File: config.mk
export PLATFORM = sky130hd
export DESIGN_NAME = vga_pixel_renderer
export DESIGN_NICKNAME = d
export VERILOG_FILES = /design/src/rtl/vga_pixel_renderer.sv
export SDC_FILE = /design/constraint.sdc
export NUM_CORES = 2
export LEC_CHECK = 0
export ABC_AREA = 1
export ABC_CLOCK_PERIOD_IN_PS = 3220
export CORE_ASPECT_RATIO = 1.4
export CORE_UTILIZATION = 50
export DETAILED_ROUTE_END_ITERATION = 12
export HOLD_SLACK_MARGIN = 0.03
export PLACE_DENSITY = 0.62
export SETUP_SLACK_MARGIN = 0.02
export SLEW_MARGIN = 10
export SYNTH_ARGS = -nofsm -noshare
export SYNTH_HDL_FRONTEND = slang
export SYNTH_SLANG_ARGS = --single-unit
File: constraint.sdc
create_clock -name clk -period 3.22 [get_ports clk]
set_clock_uncertainty 0.1 [all_clocks]
set_input_delay 0.322 -clock clk [delete_from_list [all_inputs] [get_ports clk]]
set_output_delay 0.322 -clock clk [all_outputs]
set_load 0.05 [all_outputs]
File: src/rtl/vga_pixel_renderer.sv
`default_nettype none
// ============================================================================
// Module   : vga_pixel_renderer
// Purpose  : Pixel back-end for a cell-based VGA playfield. Consumes the sync
//            generator's position, display flag and syncs. Drives the cell
//            colour and the delayed syncs to the pins with a fixed latency of
//            two clocks. The playfield is double buffered. Game logic writes
//            cells into the back buffer. The front and back buffers exchange
//            roles only at a frame boundary. A sequential clear wipes the back
//            buffer one cell per clock.
// Ports    : clk, rst_n            clock / asynchronous active-low reset
//            i_count_x/i_count_y   position from sync generator (cell units)
//            i_in_display          display-area flag
//            i_hsync_in/i_vsync_in syncs from generator (active low)
//            i_wr_en/x/y/color     back-buffer cell write
//            o_wr_err              1-cycle pulse, write rejected
//            i_clr / o_clr_busy    start back-buffer clear / clear running
//            i_swap_req/o_swap_ack level swap request / 1-cycle ack
//            o_frame_start         1-cycle pulse after position (0,0) sampled
//            o_rgb                 pixel colour
//            o_hsync_out/o_vsync_out syncs delayed by two clocks
// Revision : 1.0  initial release
// ============================================================================
module vga_pixel_renderer #(
    parameter int COLS    = 10,
    parameter int ROWS    = 20,
    parameter int COLOR_W = 3,
    parameter int BLANK   = 0
) (
    input  logic               clk,
    input  logic               rst_n,
    input  logic [9:0]         i_count_x,
    input  logic [9:0]         i_count_y,
    input  logic               i_in_display,
    input  logic               i_hsync_in,
    input  logic               i_vsync_in,
    input  logic               i_wr_en,
    input  logic [3:0]         i_wr_x,
    input  logic [4:0]         i_wr_y,
    input  logic [COLOR_W-1:0] i_wr_color,
    output logic               o_wr_err,
    input  logic               i_clr,
    output logic               o_clr_busy,
    input  logic               i_swap_req,
    output logic               o_swap_ack,
    output logic               o_frame_start,
    output logic [COLOR_W-1:0] o_rgb,
    output logic               o_hsync_out,
    output logic               o_vsync_out
);

    localparam int                   c_CELLS   = COLS * ROWS;
    localparam int                   c_CELL_AW = $clog2(c_CELLS);
    localparam logic [c_CELL_AW-1:0] c_LAST    = c_CELL_AW'(c_CELLS - 1);
    localparam logic [COLOR_W-1:0]   c_BLANK   = COLOR_W'(BLANK);
    localparam logic [3:0]           c_COLS_WX = 4'(COLS);
    localparam logic [4:0]           c_ROWS_WY = 5'(ROWS);
    localparam logic [9:0]           c_COLS_CX = 10'(COLS);
    localparam logic [9:0]           c_ROWS_CY = 10'(ROWS);

    typedef enum logic [0:0] {
        ST_IDLE  = 1'b0,
        ST_CLEAR = 1'b1
    } state_t;

    // ------------------------------------------------------------------
    // Control state
    // ------------------------------------------------------------------
    state_t               r_state;
    logic [c_CELL_AW-1:0] r_clr_idx;
    logic                 r_front_sel;
    logic                 r_clr_busy;
    logic                 r_swap_ack;
    logic                 r_wr_err;
    logic                 r_frame_start;

    // Pixel pipeline
    logic                 r_pix_vld_d1;
    logic                 r_hs_d1;
    logic                 r_vs_d1;
    logic [COLOR_W-1:0]   r_rd_cell;
    logic [COLOR_W-1:0]   r_rgb;
    logic                 r_hs_d2;
    logic                 r_vs_d2;

    // Playfield storage: first index selects the buffer, second the cell.
    // Not reset; a clear must be issued before the contents are meaningful.
    logic [COLOR_W-1:0]   r_mem [2][c_CELLS];

    logic                 w_frame;
    logic                 w_idle;
    logic                 w_wr_ok;
    logic                 w_swap;
    logic                 w_back;
    logic                 w_rd_in_pf;
    logic [c_CELL_AW-1:0] w_rd_idx;
    logic [c_CELL_AW-1:0] w_wr_idx;

    assign w_frame    = (i_count_x == 10'd0) && (i_count_y == 10'd0);
    assign w_idle     = (r_state == ST_IDLE);
    assign w_wr_ok    = i_wr_en && (i_wr_x < c_COLS_WX) && (i_wr_y < c_ROWS_WY) && w_idle;
    // A clear cannot overlap a swap; a request seen during a clear simply
    // waits for the next frame boundary after the clear finishes.
    assign w_swap     = w_frame && i_swap_req && w_idle;
    assign w_back     = ~r_front_sel;
    assign w_rd_in_pf = (i_count_x < c_COLS_CX) && (i_count_y < c_ROWS_CY);
    // Off-playfield positions read cell 0; the result is masked to BLANK later.
    assign w_rd_idx   = w_rd_in_pf ? c_CELL_AW'(int'(i_count_y) * COLS + int'(i_count_x))
                                   : '0;
    assign w_wr_idx   = c_CELL_AW'(int'(i_wr_y) * COLS + int'(i_wr_x));

    // ------------------------------------------------------------------
    // Playfield RAM: one write port (game write or clear), one read port.
    // Both use the buffer select before any swap taken at this edge, so a
    // write coinciding with a swap lands in the buffer becoming the front.
    // ------------------------------------------------------------------
    always_ff @(posedge clk) begin
        if (w_wr_ok) begin
            r_mem[w_back][w_wr_idx] <= i_wr_color;
        end else if (r_state == ST_CLEAR) begin
            r_mem[w_back][r_clr_idx] <= '0;
        end
        r_rd_cell <= r_mem[r_front_sel][w_rd_idx];
    end

    // ------------------------------------------------------------------
    // Control FSM: clear sequencing, buffer swap and status pulses.
    // ------------------------------------------------------------------
    always_ff @(posedge clk or negedge rst_n) begin
        if (!rst_n) begin
            r_state       <= ST_IDLE;
            r_clr_idx     <= '0;
            r_front_sel   <= 1'b0;
            r_clr_busy    <= 1'b0;
            r_swap_ack    <= 1'b0;
            r_wr_err      <= 1'b0;
            r_frame_start <= 1'b0;
        end else begin
            r_wr_err      <= i_wr_en && !w_wr_ok;
            r_frame_start <= w_frame;
            r_swap_ack    <= w_swap;
            if (w_swap) begin
                r_front_sel <= ~r_front_sel;
            end
            case (r_state)
                ST_IDLE: begin
                    // A clear started together with a swap runs on the new
                    // back buffer, since its first write is one clock later.
                    if (i_clr) begin
                        r_state    <= ST_CLEAR;
                        r_clr_idx  <= '0;
                        r_clr_busy <= 1'b1;
                    end
                end
                ST_CLEAR: begin
                    if (r_clr_idx == c_LAST) begin
                        r_state    <= ST_IDLE;
                        r_clr_busy <= 1'b0;
                    end else begin
                        r_clr_idx <= r_clr_idx + c_CELL_AW'(1);
                    end
                end
                default: begin
                    r_state    <= ST_IDLE;
                    r_clr_busy <= 1'b0;
                end
            endcase
        end
    end

    // ------------------------------------------------------------------
    // Pixel pipeline: stage 1 aligns the sampled flags with the RAM read,
    // stage 2 selects cell colour or BLANK.
    // ------------------------------------------------------------------
    always_ff @(posedge clk or negedge rst_n) begin
        if (!rst_n) begin
            r_pix_vld_d1 <= 1'b0;
            r_hs_d1      <= 1'b1;
            r_vs_d1      <= 1'b1;
            r_rgb        <= c_BLANK;
            r_hs_d2      <= 1'b1;
            r_vs_d2      <= 1'b1;
        end else begin
            r_pix_vld_d1 <= i_in_display && w_rd_in_pf;
            r_hs_d1      <= i_hsync_in;
            r_vs_d1      <= i_vsync_in;
            r_rgb        <= r_pix_vld_d1 ? r_rd_cell : c_BLANK;
            r_hs_d2      <= r_hs_d1;
            r_vs_d2      <= r_vs_d1;
        end
    end

    assign o_wr_err      = r_wr_err;
    assign o_clr_busy    = r_clr_busy;
    assign o_swap_ack    = r_swap_ack;
    assign o_frame_start = r_frame_start;
    assign o_rgb         = r_rgb;
    assign o_hsync_out   = r_hs_d2;
    assign o_vsync_out   = r_vs_d2;

endmodule
`default_nettype wire
==> metrics.txt <==
status=complete, no violations; PnR worst setup slack=0.0763 ns; CORE AREA=116,000 sq um; drt drc=0; max-cap violations=0; first-pass GRT wire length=265,000 um; worst min-delay path class=input port to async pin; maximum clock insertion buffer count=3; total global routing overflow=0; gpl congestion=0.926; layout cell share with drive strength beyond 1=0.135; Final Hold Fails=0; maximum number of pins on one net before global-route repair=109; Setup CP Type=input port to register; Arrival @ worst endpoint=3.45 ns; RSZ-0062 raised after global routing=true; Seq cells post-synth=1,225; crit path capture type=register; worst skew pair latency=0.73 ns; synthesized cell area=58,800 sq um; highest clock rate=318 MHz; final cell count without fillers=7,592; CP startpoint kind=input port; Fin Hold WS=0.136 ns; Ports=49; clock buffer count from CTS=114; port bufs=48; footprint of the multi-input gates=19,500 sq um; top post-synthesis cells by area=edfxtp_1 (61%), nor2_1 (8.6%), nand2_1 (6.3%); Async SR Flop Fraction=0.0180; initial antenna violation count=1; Yosys warnings=0; Leak=25.6 nW; CTS tree=built; Synth-to-Final Area Change=15.0%; vias in the first global route=44,200; sequential fraction of the synthesis area=0.623; first-pass iteration count of the detailed router=8; ys flop type=edfxtp_1; Worst-Margin Slew=1.07 ns; post-layout util=0.581; post-layout minimum cycle time=3.14 ns; Post-synth EDFFs=1,200; Power per Cell Area=531 nW/um^2; initial DRC count=4,377; Initial Util=0.505; GRT Total Usage=0.300; CP Data Required Time=3.53 ns; WL/cell=23.7 um; post-synth top area share=0.613; # H-tree levels=3; Slew headroom=0.288; Slew Limit Fails=0; Final setup violation count=0; vias=44,600; Cell variety after synth=41; Post-Syn Area per Cell=9.95 sq um; Die Area=119,000 sq um; Post-Syn Nets=5,983; WL final=180,000 um; total power=35.9 mW; Worst Path Max Fanout=16; TritonCTS Sinks=1,225; clock transition at the registers of the reported paths=0.06 ns; Std-Cell Rows=148; sequential cell area=36,700 sq um; diodes inserted=0; post-route cell area=67,600 sq um; count leader, synth=nor2_1; crit share post-route=0.976; area leader, netlist=edfxtp_1; top post-synthesis cells by count=nor2_1 (1,348), edfxtp_1 (1,200), nand2_1 (985); Worst IR Drop VDD=0.451 mV; fin nets=6,067; dpl ws=-1.22 ns; chip width=292 um; DRT antenna net count=0; Area after DPL=63,100 sq um; drt via density=5.87; Setup TNS Final=0 ns; Filler cells=9,664; clock root buffer=clkbuf_16; number of cells after detailed placement=7,373; post-DP HPWL=119,000 um; post-synthesis cell count=5,913; die height=408 um
-- area by class of cell --
class                      instances  area share
sequential                      1225       0.542
tap                             1500      0.0277
clock buffer                     140      0.0448
inverter                         362      0.0208
multi-input combinational       3877       0.288
clock inverter                    71      0.0116
timing repair buffer             417      0.0651
-- worst max-delay path: stages --
cell             delay, ns
clkdlybuf4s50_1       0.44
ha_1                  0.31
ha_1                  0.23
fa_1                  0.38
xnor2_1               0.15
buf_4                 0.14
xnor2_1               0.26
inv_1                 0.11
nor2_1                0.13
buf_4                 0.18
nand2_1               0.07
buf_4                 0.22
o22ai_1               0.15
inv_1                 0.09
nor2_1                0.24
-- timing repair --
item,in CTS,in global routing
hold endpoints to repair,27,0
resized for setup,6,237
pin swaps,0,3
setup endpoints to repair,29,683
setup buffers,0,2
hold buffers,6,0
-- report_power, final --
| group | total, mW | internal, mW | leakage, nW | switching (mW) |
|---|---|---|---|---|
| registers | 17.9 | 17.8 | 11.1 | 0.0930 |
| logic | 4.11 | 0.985 | 12.6 | 3.13 |
| clock network | 13.9 | 7.95 | 1.87 | 5.94 |
| total | 35.9 | 26.8 | 25.6 | 9.16 |
-- state kept, by name, indices dropped and copies added (netlist names), 3 cells and up --
register   flops
r_rd_cell      3
o_rgb          3
r_clr_idx      8
r_mem       1200
-- routing by layer --
metal,global-route usage,share of wire,vias up
li1,-,-,20500
met1,0.343,0.35,21600
met2,0.528,0.50,1950
met3,0.0434,0.079,539
met4,0.188,0.069,0
met5,0,0,-
-- logic make-up after synthesis --
group           after synthesis  share of synthesized area
compound gates              391                     0.0428
xor+xnor                     14                    0.00208
fa+ha+maj                    30                    0.00689
buf+inv                     811                     0.0572
flops                      1225                      0.623
mux                         245                     0.0417
simple gates               3197                      0.226
-- layout by cell type, fill, tap and decap left out, drive strengths merged, types with 3 or more instances in the layout --
master / netlist / routed
nor3: 11 / 11
mux2i: 245 / 245
edfxtp: 1200 / 1200
o211ai: 18 / 18
dfstp: 4 / 4
clkinvlp: 0 / 5
ha: 26 / 26
buf: 236 / 365
or2: 25 / 25
nand2: 987 / 987
nor2: 1350 / 1350
nand3: 694 / 694
xor2: 8 / 8
dlygate4sd3: 0 / 6
xnor2: 6 / 6
clkinv: 17 / 64
bufinv: 0 / 16
clkbuf: 213 / 140
dfrtp: 18 / 18
o21bai: 4 / 4
clkdlybuf4s50: 0 / 45
a21oi: 26 / 26
o22ai: 198 / 198
dfxtp: 3 / 3
o21ai: 45 / 45
nand4: 128 / 128
fa: 4 / 4
inv: 345 / 348
a21boi: 92 / 92
o311ai: 6 / 6
-- path summary, 6_finish.rpt --
path / from / end / slack [ns] / cells after the start
min: rst_n / o_wr_err$_DFF_PN0_ / 0.14 / 2
min reg2reg: r_vs_d1$_DFF_PN1_ / o_vsync_out$_DFF_PN1_ / 0.25 / 0
max in group asynchronous: rst_n / r_front_sel$_DFFE_PN0P_ / 2.23 / 2
max reg2reg: r_clr_idx[2]$_DFFE_PN0P_ / r_mem[0][240]$_DFFE_PP_ / 0.29 / 9
max: i_wr_y[1] / r_mem[0][240]$_DFFE_PP_ / 0.08 / 15
min in group clk: i_count_y[3] / o_frame_start$_DFF_PN0_ / 0.15 / 7
Power figures use the tool's default switching activity.
